**config.mk**
```make
export PLATFORM = sky130hd
export DESIGN_NAME = usb_rx_frontend
export DESIGN_NICKNAME = d
export VERILOG_FILES = /design/src/rtl/usb_rx_frontend.sv
export SDC_FILE = /design/constraint.sdc
export NUM_CORES = 1
export LEC_CHECK = 0
export CAP_MARGIN = 0
export CORE_MARGIN = 4
export CORE_UTILIZATION = 60
export DETAILED_ROUTE_END_ITERATION = 8
export MAX_ROUTING_LAYER = met4
export PLACE_DENSITY = 0.9
export SYNTH_ARGS = -nofsm -noshare
export SYNTH_HDL_FRONTEND = slang
export SYNTH_SLANG_ARGS = --single-unit
```
**constraint.sdc**
```tcl
create_clock -name clk -period 4.28 [get_ports clk]
set_input_delay 0.642 -clock clk [delete_from_list [all_inputs] [get_ports clk]]
set_output_delay 0.642 -clock clk [all_outputs]
set_load 0.05 [all_outputs]
```
**src/rtl/usb_rx_frontend.sv**
```systemverilog
// USB receive front end: classifies dp/dm line states, NRZI-decodes J/K
// samples, hunts for the KJKJKJKK SYNC, removes stuffed bits and tracks the
// SE0,SE0,J end-of-packet. The serial output stream with its qualifiers
// feeds the downstream PID checker.
module usb_rx_frontend #(
    parameter int IDLE_TIMEOUT = 8
) (
    input  logic clk,
    input  logic rst_n,
    input  logic dp,
    input  logic dm,
    output logic s_out,
    output logic bit_valid,
    output logic start_decode,
    output logic pkt_end,
    output logic rx_err,
    output logic rx_active
);

    // Timeout counter holds 0 .. IDLE_TIMEOUT-1 J samples seen so far.
    localparam int TW = (IDLE_TIMEOUT < 2) ? 1 : $clog2(IDLE_TIMEOUT);
    localparam logic [TW-1:0] TMO_LAST = TW'(IDLE_TIMEOUT - 1);
    localparam logic [TW-1:0] TMO_ONE  = TW'(1);
    localparam logic [TW-1:0] TMO_ZERO = TW'(0);

    typedef enum logic [2:0] {
        ST_IDLE  = 3'd0,
        ST_SYNC  = 3'd1,
        ST_DATA  = 3'd2,
        ST_EOP   = 3'd3,
        ST_ERROR = 3'd4
    } state_t;

    state_t          state_r;
    logic            prev_j_r;
    logic [2:0]      sync_cnt_r;
    logic [2:0]      ones_cnt_r;
    logic [TW-1:0]   tmo_cnt_r;
    logic [1:0]      se0_cnt_r;
    logic            first_bit_r;

    logic            s_out_r;
    logic            bit_valid_r;
    logic            start_decode_r;
    logic            pkt_end_r;
    logic            rx_err_r;
    logic            rx_active_r;

    logic            is_jk_s;
    logic            is_j_s;
    logic            is_se0_s;
    logic            is_se1_s;
    logic            dec_bit_s;
    logic            sync_exp_s;

    // Line-state classification and NRZI decode of the current sample.
    always_comb begin
        is_jk_s    = dp ^ dm;
        is_j_s     = dp & ~dm;
        is_se0_s   = ~dp & ~dm;
        is_se1_s   = dp & dm;
        // A J/K sample equal to the previous J/K state decodes as 1.
        dec_bit_s  = (dp == prev_j_r);
        // Last SYNC position expects the trailing KK (a decoded 1).
        sync_exp_s = (sync_cnt_r == 3'd7);
    end

    // Receive FSM with all outputs registered one cycle after the sample.
    always_ff @(posedge clk or negedge rst_n) begin
        if (!rst_n) begin
            state_r        <= ST_IDLE;
            prev_j_r       <= 1'b1;
            sync_cnt_r     <= 3'd0;
            ones_cnt_r     <= 3'd0;
            tmo_cnt_r      <= TMO_ZERO;
            se0_cnt_r      <= 2'd0;
            first_bit_r    <= 1'b0;
            s_out_r        <= 1'b0;
            bit_valid_r    <= 1'b0;
            start_decode_r <= 1'b0;
            pkt_end_r      <= 1'b0;
            rx_err_r       <= 1'b0;
            rx_active_r    <= 1'b0;
        end else begin
            bit_valid_r    <= 1'b0;
            start_decode_r <= 1'b0;
            pkt_end_r      <= 1'b0;
            rx_err_r       <= 1'b0;
            rx_active_r    <= 1'b0;

            // NRZI reference only follows J/K samples, never SE0/SE1.
            if (is_jk_s) begin
                prev_j_r <= dp;
            end

            case (state_r)
                ST_IDLE: begin
                    // The first K after idle J decodes as 0 and opens SYNC.
                    if (is_jk_s && !dec_bit_s) begin
                        state_r    <= ST_SYNC;
                        sync_cnt_r <= 3'd1;
                    end
                end

                ST_SYNC: begin
                    if (is_jk_s && (dec_bit_s == sync_exp_s)) begin
                        if (sync_cnt_r == 3'd7) begin
                            // Trailing KK is itself a 1 for the stuffing count.
                            state_r     <= ST_DATA;
                            sync_cnt_r  <= 3'd0;
                            ones_cnt_r  <= 3'd1;
                            first_bit_r <= 1'b1;
                            rx_active_r <= 1'b1;
                        end else begin
                            sync_cnt_r <= sync_cnt_r + 3'd1;
                        end
                    end else begin
                        // Broken SYNC is treated as noise, not an error.
                        state_r    <= ST_IDLE;
                        sync_cnt_r <= 3'd0;
                    end
                end

                ST_DATA: begin
                    if (is_se0_s) begin
                        state_r   <= ST_EOP;
                        se0_cnt_r <= 2'd1;
                    end else if (is_se1_s) begin
                        state_r   <= ST_ERROR;
                        tmo_cnt_r <= TMO_ZERO;
                        se0_cnt_r <= 2'd0;
                        rx_err_r  <= 1'b1;
                    end else if (ones_cnt_r == 3'd6) begin
                        if (dec_bit_s) begin
                            // Seventh consecutive 1 violates bit stuffing.
                            state_r   <= ST_ERROR;
                            tmo_cnt_r <= TMO_ZERO;
                            se0_cnt_r <= 2'd0;
                            rx_err_r  <= 1'b1;
                        end else begin
                            // Stuffed 0: swallow it, stream stays active.
                            ones_cnt_r  <= 3'd0;
                            rx_active_r <= 1'b1;
                        end
                    end else begin
                        s_out_r        <= dec_bit_s;
                        bit_valid_r    <= 1'b1;
                        start_decode_r <= first_bit_r;
                        first_bit_r    <= 1'b0;
                        ones_cnt_r     <= dec_bit_s ? (ones_cnt_r + 3'd1) : 3'd0;
                        rx_active_r    <= 1'b1;
                    end
                end

                ST_EOP: begin
                    if (is_se0_s && (se0_cnt_r == 2'd1)) begin
                        se0_cnt_r <= 2'd2;
                    end else if (is_j_s && (se0_cnt_r == 2'd2)) begin
                        state_r   <= ST_IDLE;
                        se0_cnt_r <= 2'd0;
                        pkt_end_r <= 1'b1;
                    end else begin
                        // Short SE0, over-long SE0, K after SE0s, or SE1.
                        state_r   <= ST_ERROR;
                        tmo_cnt_r <= TMO_ZERO;
                        se0_cnt_r <= 2'd0;
                        rx_err_r  <= 1'b1;
                    end
                end

                ST_ERROR: begin
                    if (is_se0_s) begin
                        se0_cnt_r <= (se0_cnt_r == 2'd2) ? 2'd2 : (se0_cnt_r + 2'd1);
                        tmo_cnt_r <= TMO_ZERO;
                    end else if (is_j_s) begin
                        if (se0_cnt_r == 2'd2) begin
                            // Proper EOP seen: tell the PID checker to clear.
                            state_r   <= ST_IDLE;
                            se0_cnt_r <= 2'd0;
                            tmo_cnt_r <= TMO_ZERO;
                            pkt_end_r <= 1'b1;
                        end else if (tmo_cnt_r == TMO_LAST) begin
                            // Long idle J: silently resynchronise.
                            state_r   <= ST_IDLE;
                            se0_cnt_r <= 2'd0;
                            tmo_cnt_r <= TMO_ZERO;
                        end else begin
                            se0_cnt_r <= 2'd0;
                            tmo_cnt_r <= tmo_cnt_r + TMO_ONE;
                        end
                    end else begin
                        se0_cnt_r <= 2'd0;
                        tmo_cnt_r <= TMO_ZERO;
                    end
                end

                default: begin
                    state_r    <= ST_IDLE;
                    sync_cnt_r <= 3'd0;
                    ones_cnt_r <= 3'd0;
                    tmo_cnt_r  <= TMO_ZERO;
                    se0_cnt_r  <= 2'd0;
                end
            endcase
        end
    end

    assign s_out        = s_out_r;
    assign bit_valid    = bit_valid_r;
    assign start_decode = start_decode_r;
    assign pkt_end      = pkt_end_r;
    assign rx_err       = rx_err_r;
    assign rx_active    = rx_active_r;

endmodule

```
==> qor.txt <==
Switching Fraction = 0.406
Synth Instances = 141
post-DP HPWL = 2270 um
I/O Buffers = 9
share of the clock period used by the worst path after layout = 0.667
Seq/Total Area, Yosys = 0.377
Layout area overhead = 9.82%
CP cell instances = clkdlybuf4s50_1, inv_1, ha_1, nor4bb_1, a32oi_1, nand4_1, mux2_2
worst hold path class = flop to flop
Post-Syn Nets = 157
Die Area = 3300 um^2
routed via count = 1154
Post-synth EDFFs = 0
1st-pass router iterations = 5
placed cell area = 1560 um^2
drt drc = 0
total core area = 2280 um^2
Main synth FF type = dfrtp_1
# fillers = 178
Startpoint Class = primary input
Top Family by Delay on Critical Path = buffers and inverters
leakage power total = 0.722 nW
final hold violations = 0
synthesis-stage register bit count = 22
PwrDens = 555 nW/um^2
Final Skew = 0.00576 ns
setup slack after layout = 1.42 ns
final non-filler cell total = 175
antenna viol nets, final = 0
CTS H-tree depth = 1
vias per inst = 6.59
Max Fanout on Critical Path = 8
number of buffers on the longest clock path = 2
share of cells above drive strength 1 = 0.156
Die H = 57.4 um
highest cell delay on the worst timing path = 0.68 ns
Synth area leaders = dfrtp_1, ha_1, mux2_2, inv_1, a21oi_1
total gr overflow = 0
Worst-Skew Late Latency = 0.31 ns
setup TNS = 0 ns
Final Critical Period = 2.86 ns
Final Power = 893 uW
postcts setup bufs = 0
Comb power frac = 0.434
Synth cell types = 48
critical path class = primary input to flop
worst path buffer plus inverter count = 2
RSZ-0062 raised after global routing = false
clock-pin slew on the worst setup and hold paths = 0.13 ns
Async S/R FF share, synth = 1.00
Worst slew margin = 0.374
num ports = 10
antenna violations before repair = 0
Fmax achieved = 0.350 GHz
Synth top area share = 0.359
starting DRC count in detailed routing = 43
fin area = 1610 um^2
hold buffers post-CTS = 0
synthesized cell area = 1470 um^2
area leader, netlist = dfrtp_1
Flop pwr share = 0.387
yosys warns = 0
required time of the critical path = 4.49 ns
CTS root buf = clkbuf_4
WP data arrival = 3.07 ns
Total Wirelength = 3060 um
vias in the first global route = 1195
CTS tree = built
most common cell after layout, fill and taps aside = dfrtp_1
die width = 57.4 um
power share of the clock group = 0.179
commonest non-fill, non-tap cells in the layout = dfrtp_1, inv_1, ha_1
internal power = 530 uW
final setup fails = 0
CTS buffer count = 3
Clock Sinks = 22
post-CTS resize count = 0
initial core utilization = 0.644
Pins Over Slew Limit = 0
GP Congestion = 0.923
Nets = 164
outcome = completed
row cnt = 17
global-route wire length before repair = 5310 um
Ant. Diodes = 0
Tot GR Track Use = 0.209
Mean Syn Cell Area = 10.4 um^2
Peak VDD IR = 0.403 mV
Max-Cap Viols = 0
sw power = 363 uW
Avg WL per Cell = 17.5 um
cell count after placement = 171
critical path's slowest cell = clkdlybuf4s50_1
Place WS = 1.17 ns
largest net degree at the start of global routing = 23
Least-Margin Pin Slew = 0.937 ns
CP endpoint kind = flop
-- state kept, by name (all words and copies together) (netlist names), 2 cells and up --
name / flops
ones_cnt_r: 3
se0_cnt_r: 2
state_r: 3
sync_cnt_r: 3
tmo_cnt_r: 3
-- worst paths after layout --
| path | startpoint | endpoint | slack [ns] | depth (start not counted) |
|---|---|---|---|---|
| max | dp | state_r[1] | 1.42 | 7 |
| min in group asynchronous | rst_n | sync_cnt_r[2] | 0.84 | 1 |
| min | tmo_cnt_r[2] | tmo_cnt_r[2] | 0.50 | 1 |
| max reg2reg | state_r[1] | state_r[1] | 2.23 | 4 |
| min reg2reg | tmo_cnt_r[2] | tmo_cnt_r[2] | 0.50 | 1 |
| max in group asynchronous | rst_n | ones_cnt_r[0] | 2.87 | 1 |
-- stage by stage --
step | utilization | hold WS [ns]
after floorplan | - | 0.346
after global placement | 0.684 | 0.470
after detailed placement | 0.684 | 0.474
after CTS | 0.707 | 0.504
after global routing | 0.707 | 0.529
final | 0.707 | 0.501
-- cell type report --
cell class | count | area [um^2] | area share
flip-flops and latches | 22 | 552 | 0.343
clock inverters | 1 | 30.0 | 0.0187
well taps | 28 | 35.0 | 0.0218
repair buffers | 9 | 90.1 | 0.0560
clock buffers | 3 | 22.5 | 0.0140
multi-input cells | 100 | 835 | 0.519
inverters | 12 | 45.0 | 0.0280
-- power groups by stage --
stage | clock, mW | combinational [mW] | sequential [mW]
2_1_floorplan | 0 | 0.290 | 0.347
3_3_place_gp | 0 | 0.364 | 0.342
3_5_place_dp | 0 | 0.380 | 0.348
4_1_cts | 0.162 | 0.382 | 0.343
5_1_grt | 0.177 | 0.419 | 0.354
6_report | 0.160 | 0.388 | 0.346
-- logic make-up after synthesis --
logic type / count (synthesis) / synth area share
AOI/OAI and AO/OA: 40 / 0.205
xor gates and xnor gates: 3 / 0.0376
adders and majority gates: 12 / 0.102
buffers and inverters: 19 / 0.0538
DFF: 22 / 0.377
muxes: 7 / 0.0538
and+or+nand+nor: 38 / 0.171
-- Yosys cell counts (2+ instances only) --
cell type,instances
a211oi_1,2
a21o_1,3
a21oi_1,7
a22o_1,3
a32oi_1,2
and2_1,2
buf_2,5
dfrtp_1,21
ha_1,12
inv_1,12
mux2_2,6
nand2_1,8
nand3_1,4
nand4_1,2
nor2_1,4
nor2b_1,2
nor3_1,2
nor3b_2,2
nor4_1,2
o21ai_0,7
o22ai_1,3
o2bb2ai_1,2
o31ai_1,3
-- per-layer routing --
layer / vias up / share of wire / global-route usage
li1: 537 / - / -
met2: 63 / 0.48 / 0.348
met5: - / 0 / -
met4: 0 / 0.045 / 0.0795
met1: 538 / 0.40 / 0.238
met3: 16 / 0.076 / 0.0543
No activity file was read; power rests on OpenSTA's default activity.
==> RTL edit, RTL diff (config.mk and constraints unchanged) <==
The parameter `IDLE_TIMEOUT` goes from 8 to 32.
--- a/src/rtl/usb_rx_frontend.sv
+++ b/src/rtl/usb_rx_frontend.sv
@@ -5,3 +5,3 @@
 module usb_rx_frontend #(
-    parameter int IDLE_TIMEOUT = 8
+    parameter int IDLE_TIMEOUT = 32
 ) (
Behaviour: same outputs for any inputs over 10 cycles, from zero or initial values and one cycle with rst_n low; that may be too few to reach the edited logic, so the function may still have changed.
==> RTL edit against the unedited design <==
Synthesized area up 6.7%. Fmax up 8.9%. Sequential cell count up 2. Cell area up 4.8%. Critical path depth unchanged. Routed wire length up 13%. Total power down 2.7%. Setup slack better by 0.23 ns. Critical path type unchanged. Critical endpoint is now tmo_cnt_r[0]$_DFFE_PN0P_. Largest cell class unchanged. Highest routed layer unchanged.
==> RTL edit: results (changes against the unedited design) <==
Starting DRT DRC Count 105 (was 43); WHS Endpoint start_decode$_DFF_PN0_ (was tmo_cnt_r[2]$_DFFE_PN0P_); Mapped Cells 157 (was 141); Hold Crit Start first_bit_r$_DFFE_PN0P_ (was tmo_cnt_r[2]$_DFFE_PN0P_); fin crit period 2.62 ns (was 2.86 ns); worst-path fanout max 9 (was 8); reg2reg end s_out$_DFFE_PN0P_ (was state_r[1]$_DFFE_PN0P_); Leakage 0.000770 uW (was 0.000722 uW); drt via density 6.74 (was 6.59); pwr dens 515 nW/um^2 (was 555 nW/um^2); area occupied by multi-input gates 886 sq um (was 835 sq um); share of layout cells above drive strength 1 12.3% (was 15.6%); reg-to-reg setup timing slack 2.20 ns (was 2.23 ns); Area after DPL 1660 sq um (was 1560 sq um); yosys warns 0 (unchanged); post-synthesis mux area share 4.48% (was 5.38%); clock share of power 12.0% (was 17.9%); routed wire length 3440 um (was 3060 um); Worst Tran Pin Value 1.03 ns (was 0.937 ns); data arrival time of the critical path 2.85 ns (was 3.07 ns); Post-synth top cells dfrtp_1, ha_1, inv_1, nand2_1, o21ai_0 (was dfrtp_1, ha_1, inv_1, nand2_1); post-synthesis sequential area ratio 38.5% (was 37.7%); worst slack, placed 1.33 ns (was 1.17 ns); worst vdd ir 0.311 mV (was 0.403 mV); HPWL after DPL 2590 um (was 2270 um); antenna cells 0 (unchanged); Synth Area in Adders 9.60% (was 10.2%); status finished, final reports clean (unchanged); switching power 388 uW (was 363 uW); crit-path leading delay family compound AO/OA/AOI/OAI gates (was buffers and inverters); RD Place Congestion 0.912 (was 0.923); largest net degree at the start of global routing 25 (was 23); Fin Hold WS 0.511 ns (was 0.501 ns); Finished Layout Cells 193 (was 175); number of global-route vias before repair 1260 (was 1195); synthesized net count 173 (was 157); clk_skew 0.00889 ns (was 0.00576 ns); post-cts resize count 0 (unchanged); Sequential Power Share 40.5% (was 38.7%); start point of the critical path dp (unchanged); worst r2r path cells 4 (unchanged); fillers 181 (was 178); largest cells by area after synthesis dfrtp_1, ha_1, o21ai_0, inv_1, mux2_2 (was dfrtp_1, ha_1, mux2_2, inv_1, a21oi_1); Critical Path Sink tmo_cnt_r[0]$_DFFE_PN0P_ (was state_r[1]$_DFFE_PN0P_); XOR/XNOR share of the synthesized area 4.40% (was 3.76%); Max stage delay on crit path 0.70 ns (was 0.68 ns); Cell variety after synth 51 (was 48); first-pass GRT wire length 5950 um (was 5310 um); Final #Nets 180 (was 164); Synth Area in Compound Gates 21.4% (was 20.5%)
## RTL edit: cell types whose count changed in the layout (fill, tap and decap cells not counted), moves of 2 or more
cell / delta
nor3_1: +2
a21oi_1: -2
o22ai_1: -2
mux2_2: -2
o31a_1: +2
o21ai_0: +5
nor2_1: +5
o31ai_1: -3
a22o_1: +2
dfrtp_1: +2
nand2_1: +4
## RTL edit: area by class of cell
cell class                 count  share of cell area, %
clock buffer                   4                   1.56
inverter                      12                   2.67
multi-input combinational    114                   52.5
sequential                    24                   35.7
tap                           30                   2.23
timing repair buffer           9                   5.34
## RTL edit: per-layer routing
layer / share of wire [%] / vias up / track usage (%) / wire length [um]
li1: - / 580 / - / -
met1: 40 / 638 / 29.3 / 1360
met2: 49 / 71 / 35.6 / 1690
met3: 8.4 / 11 / 3.49 / 289
met4: 2.7 / 0 / 12.3 / 93
met5: 0 / - / - / 0
